[config.mk]
export PLATFORM = sky130hd
export DESIGN_NAME = pacman_palette_ram
export DESIGN_NICKNAME = d
export VERILOG_FILES = /design/src/rtl/pacman_pkg.sv /design/src/rtl/pacman_flash_timer.sv /design/src/rtl/pacman_palette_ram.sv
export SDC_FILE = /design/constraint.sdc
export NUM_CORES = 1
export LEC_CHECK = 0
export ABC_AREA = 1
export CORE_UTILIZATION = 40
export CTS_CLUSTER_DIAMETER = 60
export DETAILED_ROUTE_END_ITERATION = 10
export GPL_TIMING_DRIVEN = 0
export PLACE_DENSITY_LB_ADDON = 0.1
export SLEW_MARGIN = 20
export SYNTH_ARGS = -nofsm -noshare
export SYNTH_HDL_FRONTEND = slang
export SYNTH_HIERARCHICAL = 1
export SYNTH_SLANG_ARGS = --single-unit
[constraint.sdc]
create_clock -name clk -period 3.4 [get_ports clk]
set_input_delay 1.02 -clock clk [delete_from_list [all_inputs] [get_ports clk]]
set_output_delay 1.02 -clock clk [all_outputs]
set_load 0.01 [all_outputs]
[src/rtl/pacman_pkg.sv]
// Shared palette types, the arcade default colours and the reset-image helpers
// for the Pac-Man palette RAM.
package pacman_pkg;

  localparam int unsigned BASE_CH_W = 4;

  typedef struct packed {
    logic [BASE_CH_W-1:0] red;
    logic [BASE_CH_W-1:0] green;
    logic [BASE_CH_W-1:0] blue;
  } rgb_t;

  localparam rgb_t BLACK  = rgb_t'(12'h000);
  localparam rgb_t PINK   = rgb_t'(12'hFBF);
  localparam rgb_t CYAN   = rgb_t'(12'h0AE);
  localparam rgb_t ORANGE = rgb_t'(12'hF71);
  localparam rgb_t BLUE   = rgb_t'(12'h01B);
  localparam rgb_t WHITE  = rgb_t'(12'hFFF);
  localparam rgb_t YELLOW = rgb_t'(12'hFF0);
  localparam rgb_t RED    = rgb_t'(12'hE01);

  function automatic rgb_t default_bank0(input int unsigned i);
    rgb_t c;
    case (i)
      1:       c = PINK;
      2:       c = CYAN;
      3:       c = ORANGE;
      4:       c = BLUE;
      5:       c = WHITE;
      6:       c = YELLOW;
      7:       c = RED;
      default: c = BLACK;
    endcase
    return c;
  endfunction

  // Frightened palette: ghost body and eyes swap blue and white.
  function automatic rgb_t default_bank1(input int unsigned i);
    rgb_t c;
    case (i)
      4:       c = WHITE;
      5:       c = BLUE;
      default: c = default_bank0(i);
    endcase
    return c;
  endfunction

endpackage

[src/rtl/pacman_flash_timer.sv]
// Frame-based blink timer: toggles flash_phase every FLASH_FRAMES frame ticks
// while flash_en is high; held cleared otherwise.
module pacman_flash_timer #(
  parameter int unsigned FLASH_FRAMES = 8
) (
  input  logic clk,
  input  logic reset_n,
  input  logic flash_en,
  input  logic frame_tick,
  output logic flash_phase
);

  localparam int unsigned CNT_W = (FLASH_FRAMES > 1) ? $clog2(FLASH_FRAMES) : 1;
  localparam logic [CNT_W-1:0] CNT_MAX = CNT_W'(FLASH_FRAMES - 1);

  logic [CNT_W-1:0] cnt;

  always_ff @(posedge clk) begin
    if (!reset_n) begin
      cnt         <= '0;
      flash_phase <= 1'b0;
    end else if (!flash_en) begin
      cnt         <= '0;
      flash_phase <= 1'b0;
    end else if (frame_tick) begin
      if (cnt == CNT_MAX) begin
        cnt         <= '0;
        flash_phase <= ~flash_phase;
      end else begin
        cnt <= cnt + CNT_W'(1);
      end
    end
  end

endmodule

[src/rtl/pacman_palette_ram.sv]
// Two-bank runtime-writable colour palette with NUM_RD registered read ports;
// bank 1 is shown on the blink phase while flash_en is high.
module pacman_palette_ram
  import pacman_pkg::*;
#(
  parameter  int unsigned NUM_ENTRIES  = 16,
  parameter  int unsigned NUM_RD       = 2,
  parameter  int unsigned CH_W         = 4,
  parameter  int unsigned FLASH_FRAMES = 8,
  localparam int unsigned IDX_W        = $clog2(NUM_ENTRIES)
) (
  input  logic                     clk,
  input  logic                     reset_n,
  input  logic [NUM_RD*IDX_W-1:0]  rd_index,
  input  logic [NUM_RD-1:0]        rd_valid_in,
  output logic [NUM_RD*CH_W-1:0]   red,
  output logic [NUM_RD*CH_W-1:0]   green,
  output logic [NUM_RD*CH_W-1:0]   blue,
  output logic [NUM_RD-1:0]        rd_valid_out,
  input  logic                     we,
  input  logic                     wbank,
  input  logic [IDX_W-1:0]         waddr,
  input  logic [3*CH_W-1:0]        wdata,
  input  logic                     flash_en,
  input  logic                     frame_tick,
  output logic                     flash_phase
);

  localparam int unsigned COL_W = 3 * CH_W;

  // Default nibbles sit in the top bits of wider channels, rest zero.
  function automatic logic [COL_W-1:0] expand(input rgb_t c);
    logic [CH_W-1:0] r, g, b;
    r = '0;
    g = '0;
    b = '0;
    r[CH_W-1 -: BASE_CH_W] = c.red;
    g[CH_W-1 -: BASE_CH_W] = c.green;
    b[CH_W-1 -: BASE_CH_W] = c.blue;
    return {r, g, b};
  endfunction

  logic [COL_W-1:0]  mem  [2][NUM_ENTRIES];
  logic [COL_W-1:0]  rd_q [NUM_RD];
  logic [NUM_RD-1:0] vld_q;
  logic              sel_c;

  pacman_flash_timer #(
    .FLASH_FRAMES (FLASH_FRAMES)
  ) u_flash_timer (
    .clk         (clk),
    .reset_n     (reset_n),
    .flash_en    (flash_en),
    .frame_tick  (frame_tick),
    .flash_phase (flash_phase)
  );

  // Uses the pre-update phase, so a read never sees a phase change mid-cycle.
  assign sel_c = flash_en & flash_phase;

  always_ff @(posedge clk) begin
    if (!reset_n) begin
      for (int unsigned i = 0; i < NUM_ENTRIES; i++) begin
        mem[0][i] <= expand(default_bank0(i));
        mem[1][i] <= expand(default_bank1(i));
      end
    end else if (we) begin
      mem[wbank][waddr] <= wdata;
    end
  end

  // Read-before-write: a colliding read captures the old entry.
  always_ff @(posedge clk) begin
    if (!reset_n) begin
      for (int unsigned p = 0; p < NUM_RD; p++) begin
        rd_q[p] <= '0;
      end
      vld_q <= '0;
    end else begin
      for (int unsigned p = 0; p < NUM_RD; p++) begin
        rd_q[p] <= mem[sel_c][rd_index[p*IDX_W +: IDX_W]];
      end
      vld_q <= rd_valid_in;
    end
  end

  for (genvar p = 0; p < NUM_RD; p++) begin : g_port
    assign red[p*CH_W +: CH_W]   = rd_q[p][COL_W-1 -: CH_W];
    assign green[p*CH_W +: CH_W] = rd_q[p][2*CH_W-1 -: CH_W];
    assign blue[p*CH_W +: CH_W]  = rd_q[p][CH_W-1:0];
  end

  assign rd_valid_out = vld_q;

endmodule
==> results_dict.tcl <==
set metrics [dict create \
    status "complete, but fails checks" \
    violations "negative setup slack" \
    dr.pass1.iters 8 \
    root_buffer "clkbuf_16" \
    cts_max_level 2 \
    dp_cells 3006 \
    grt_first_pass_wirelength_mm 151.4 \
    busiest_layer "met2" \
    antenna_found_initial 4 \
    cts_hold_buf 0 \
    cts_num_sinks 414 \
    power_density_nw_per_um2 528.2 \
    core_area_um2 50580 \
    postSynthCellCount 2277 \
    synthFlopType "edfxtp_1" \
    worst_slew_pin_slew_ns 1.304 \
    fp-row-count 82 \
    relSlewSlack 0.1309 \
    timing.final.max_slew_violations 0 \
    yosys_warnings 6 \
    gr-usage-all-layers 0.4283 \
    routed_via_density 6.513 \
    cts_post_setup_buffers_inserted 0 \
    grt_max_degree 14 \
    rsz0062_at_grt "false" \
    dieArea_um2 52590 \
    setup_slack_ns -0.1299 \
    fin_skew_ns 0.01623 \
    worstPathArrival_ns 4.02 \
    peakVddDrop_mv 0.3379 \
    grt_overflow 0 \
    crit_path_end_kind "register" \
    synth.distinct_cells 22 \
    grt_pass1_vias 18420 \
    cp_data_required_time_ns 3.89 \
    synth_seq_cells 414 \
    syn_area_per_cell_um2 9.078 \
    min_period_ns 3.530 \
    final_nets 2419 \
    pin_count 59 \
    criticalPathCategory "primary input to register" \
    timing.final.crit_share 1.038 \
    detail_route.wl_per_cell_um 36.79 \
    drt-initial-drc-count 3872 \
    yosysSeqAreaShare 0.5869 \
    maxCapViolCount 0 \
    synth_nets 2311 \
    die_w_um 229.3 \
    gp_congestion 1.035 \
    met3_usage 0.1352 \
    clkTransAtPathRegs_ns 0.06 \
    drc_errors 0 \
    dp_worst_setup_slack_ns -0.9487 \
    die_height_um 229.3 \
    async_reset_ff_frac 0 \
    synth-edff-count 384 \
    max_freq_ghz 0.2833 \
    n_antenna_cell 0 \
    setup_viol 6 \
    met2_usage 0.6152 \
    portBuffers 52 \
    drt_wl_total_mm 113.8 \
    cts_made_buffers 49 \
    num_vias 20140 \
    clk_path_buf_depth 3 \
    cts_tree "yes" \
    clk_latency_ns 0.61 \
    cp_max_fo 10 \
    hold_viol_final 0 \
    syn_to_final_growth_pct 14.26 \
    syn_area_um2 20670 \
    grt.met1_usage 0.5705 \
    hpwl_mm 79.52 \
    cp-start-kind "primary input" \
    final_antenna_net_count 0 \
    hold_path.class "register to register" \
    drive_above_1_share 0.09748 \
    floorplan.initialDensity 0.4086 \
    final_cell_count_no_fill 3093 \
    p_leak_uw 0.008919 \
]
==> through the flow <==
step | hold slack [ns] | instance area (um^2) | total power, uW | TNS [ns] | utilization
3_5_place_dp | 0.4650 | 22120 | 7490 | -170.55 | 0.4373
3_3_place_gp | 0.4607 | 22030 | 7476 | -259.66 | 0.4356
4_1_cts | 0.4741 | 23590 | 12340 | 0 | 0.4663
2_1_floorplan | 0.4418 | 20670 | 6682 | 0 | -
6_report | 0.4665 | 23620 | 12470 | -0.4880 | 0.4669
5_1_grt | 0.5088 | 23620 | 12630 | 0 | 0.4669
==> worst max-delay path, cell delays in order <==
cell	delay, ns
clkdlybuf4s50_1	0.50
inv_1	0.14
buf_2	0.48
clkbuf_1	0.83
nand3_1	0.30
nand3_1	0.21
nand3_1	0.18
a21oi_1	0.33
==> final timing paths <==
check	start	end	slack [ns]	cells past startpoint
setup / recovery	rd_index[1]	rd_q[0][3]$_SDFF_PN0_	-0.13	8
hold / removal	u_flash_timer/cnt[1]$_SDFFE_PN0P_	u_flash_timer/cnt[1]$_SDFFE_PN0P_	0.47	2
setup reg to reg	u_flash_timer/flash_phase$_SDFFE_PN0P_	rd_q[0][12]$_SDFF_PN0_	0.84	10
hold reg to reg	u_flash_timer/cnt[1]$_SDFFE_PN0P_	u_flash_timer/cnt[1]$_SDFFE_PN0P_	0.47	2
==> repair_timing <==
item	4_1_cts	5_1_grt
endpoints found under the hold margin	0	0
setup endpoints to repair	48	153
gates resized for setup	6	9
==> state kept, by name (all words and copies together) (netlist names) <==
| register | flops |
|---|---|
| rd_valid_out | 2 |
| mem | 384 |
| u_flash_timer/cnt | 3 |
| u_flash_timer/flash_phase | 1 |
| rd_q | 24 |
==> Yosys cell counts (2+ instances only) <==
| master | instances | area (um^2) |
|---|---|---|
| nor2_1 | 293 | 1100 |
| buf_4 | 43 | 322.8 |
| nor2_2 | 5 | 31.28 |
| buf_6 | 9 | 101.4 |
| nand2_1 | 380 | 1426 |
| edfxtp_1 | 384 | 11530 |
| buf_2 | 57 | 285.3 |
| ha_1 | 2 | 25.02 |
| inv_1 | 33 | 123.9 |
| nand3_1 | 892 | 4464 |
| a21oi_1 | 27 | 135.1 |
| nor3_4 | 2 | 32.53 |
| dfxtp_1 | 30 | 600.6 |
| nand4_1 | 4 | 25.02 |
| o21ai_0 | 5 | 25.02 |
| buf_1 | 22 | 82.58 |
| clkbuf_1 | 72 | 270.3 |
| nand2_4 | 2 | 22.52 |
| inv_2 | 12 | 45.04 |
==> area by class of cell <==
type / instances / area, um^2
clock inverters: 23 / 158.9
fillers: 4922 / 26960
flip-flops and latches: 414 / 12130
inverters: 46 / 180.2
repair buffers: 57 / 580.6
plain buffers: 204 / 1091
well taps: 672 / 840.8
multi-input cells: 1613 / 7351
clock buffers: 64 / 1282
==> cells by family after synthesis <==
| family | Yosys count | synth area share |
|---|---|---|
| flip-flops | 414 | 0.5869 |
| adder cells (fa/ha/maj) | 2 | 0.001210 |
| AND/OR/NAND/NOR | 1579 | 0.3441 |
| buffers and inverters | 250 | 0.05999 |
| AO/OA/AOI/OAI | 32 | 0.007748 |
==> power by group <==
group          switching, uW  leakage [uW]  total (uW)  internal, uW
Sequential               102       0.00396        5940          5840
Clock                   2250      0.000704        4990          2740
Combinational           1200       0.00426        1550           342
==> cells in the final DEF, fill, tap and decap left out <==
cell / count
clkbuf_2: 18
edfxtp_1: 384
inv_6: 1
bufinv_16: 1
clkbuf_1: 70
clkinv_4: 3
dfxtp_1: 30
clkinv_1: 6
inv_1: 32
nor3_4: 2
clkinv_2: 9
nand3_1: 892
nand2_4: 2
ha_1: 2
nand4_1: 4
nor2_2: 2
buf_8: 1
clkinvlp_4: 4
inv_8: 1
buf_4: 43
a21oi_1: 27
nor2_1: 292
o21ai_0: 3
buf_2: 59
inv_2: 12
buf_6: 13
nor2_4: 5
nand2_1: 371
nand2_2: 9
o21ai_2: 2
clkdlybuf4s50_1: 52
buf_1: 20
clkbuf_16: 49
==> per-layer routing <==
layer / part of all wire / up-vias
met5: 0.00011 / -
met4: 0.064 / 2
met3: 0.14 / 334
met2: 0.42 / 1723
met1: 0.38 / 9872
li1: - / 8213
(Power assumes the default switching activity.)
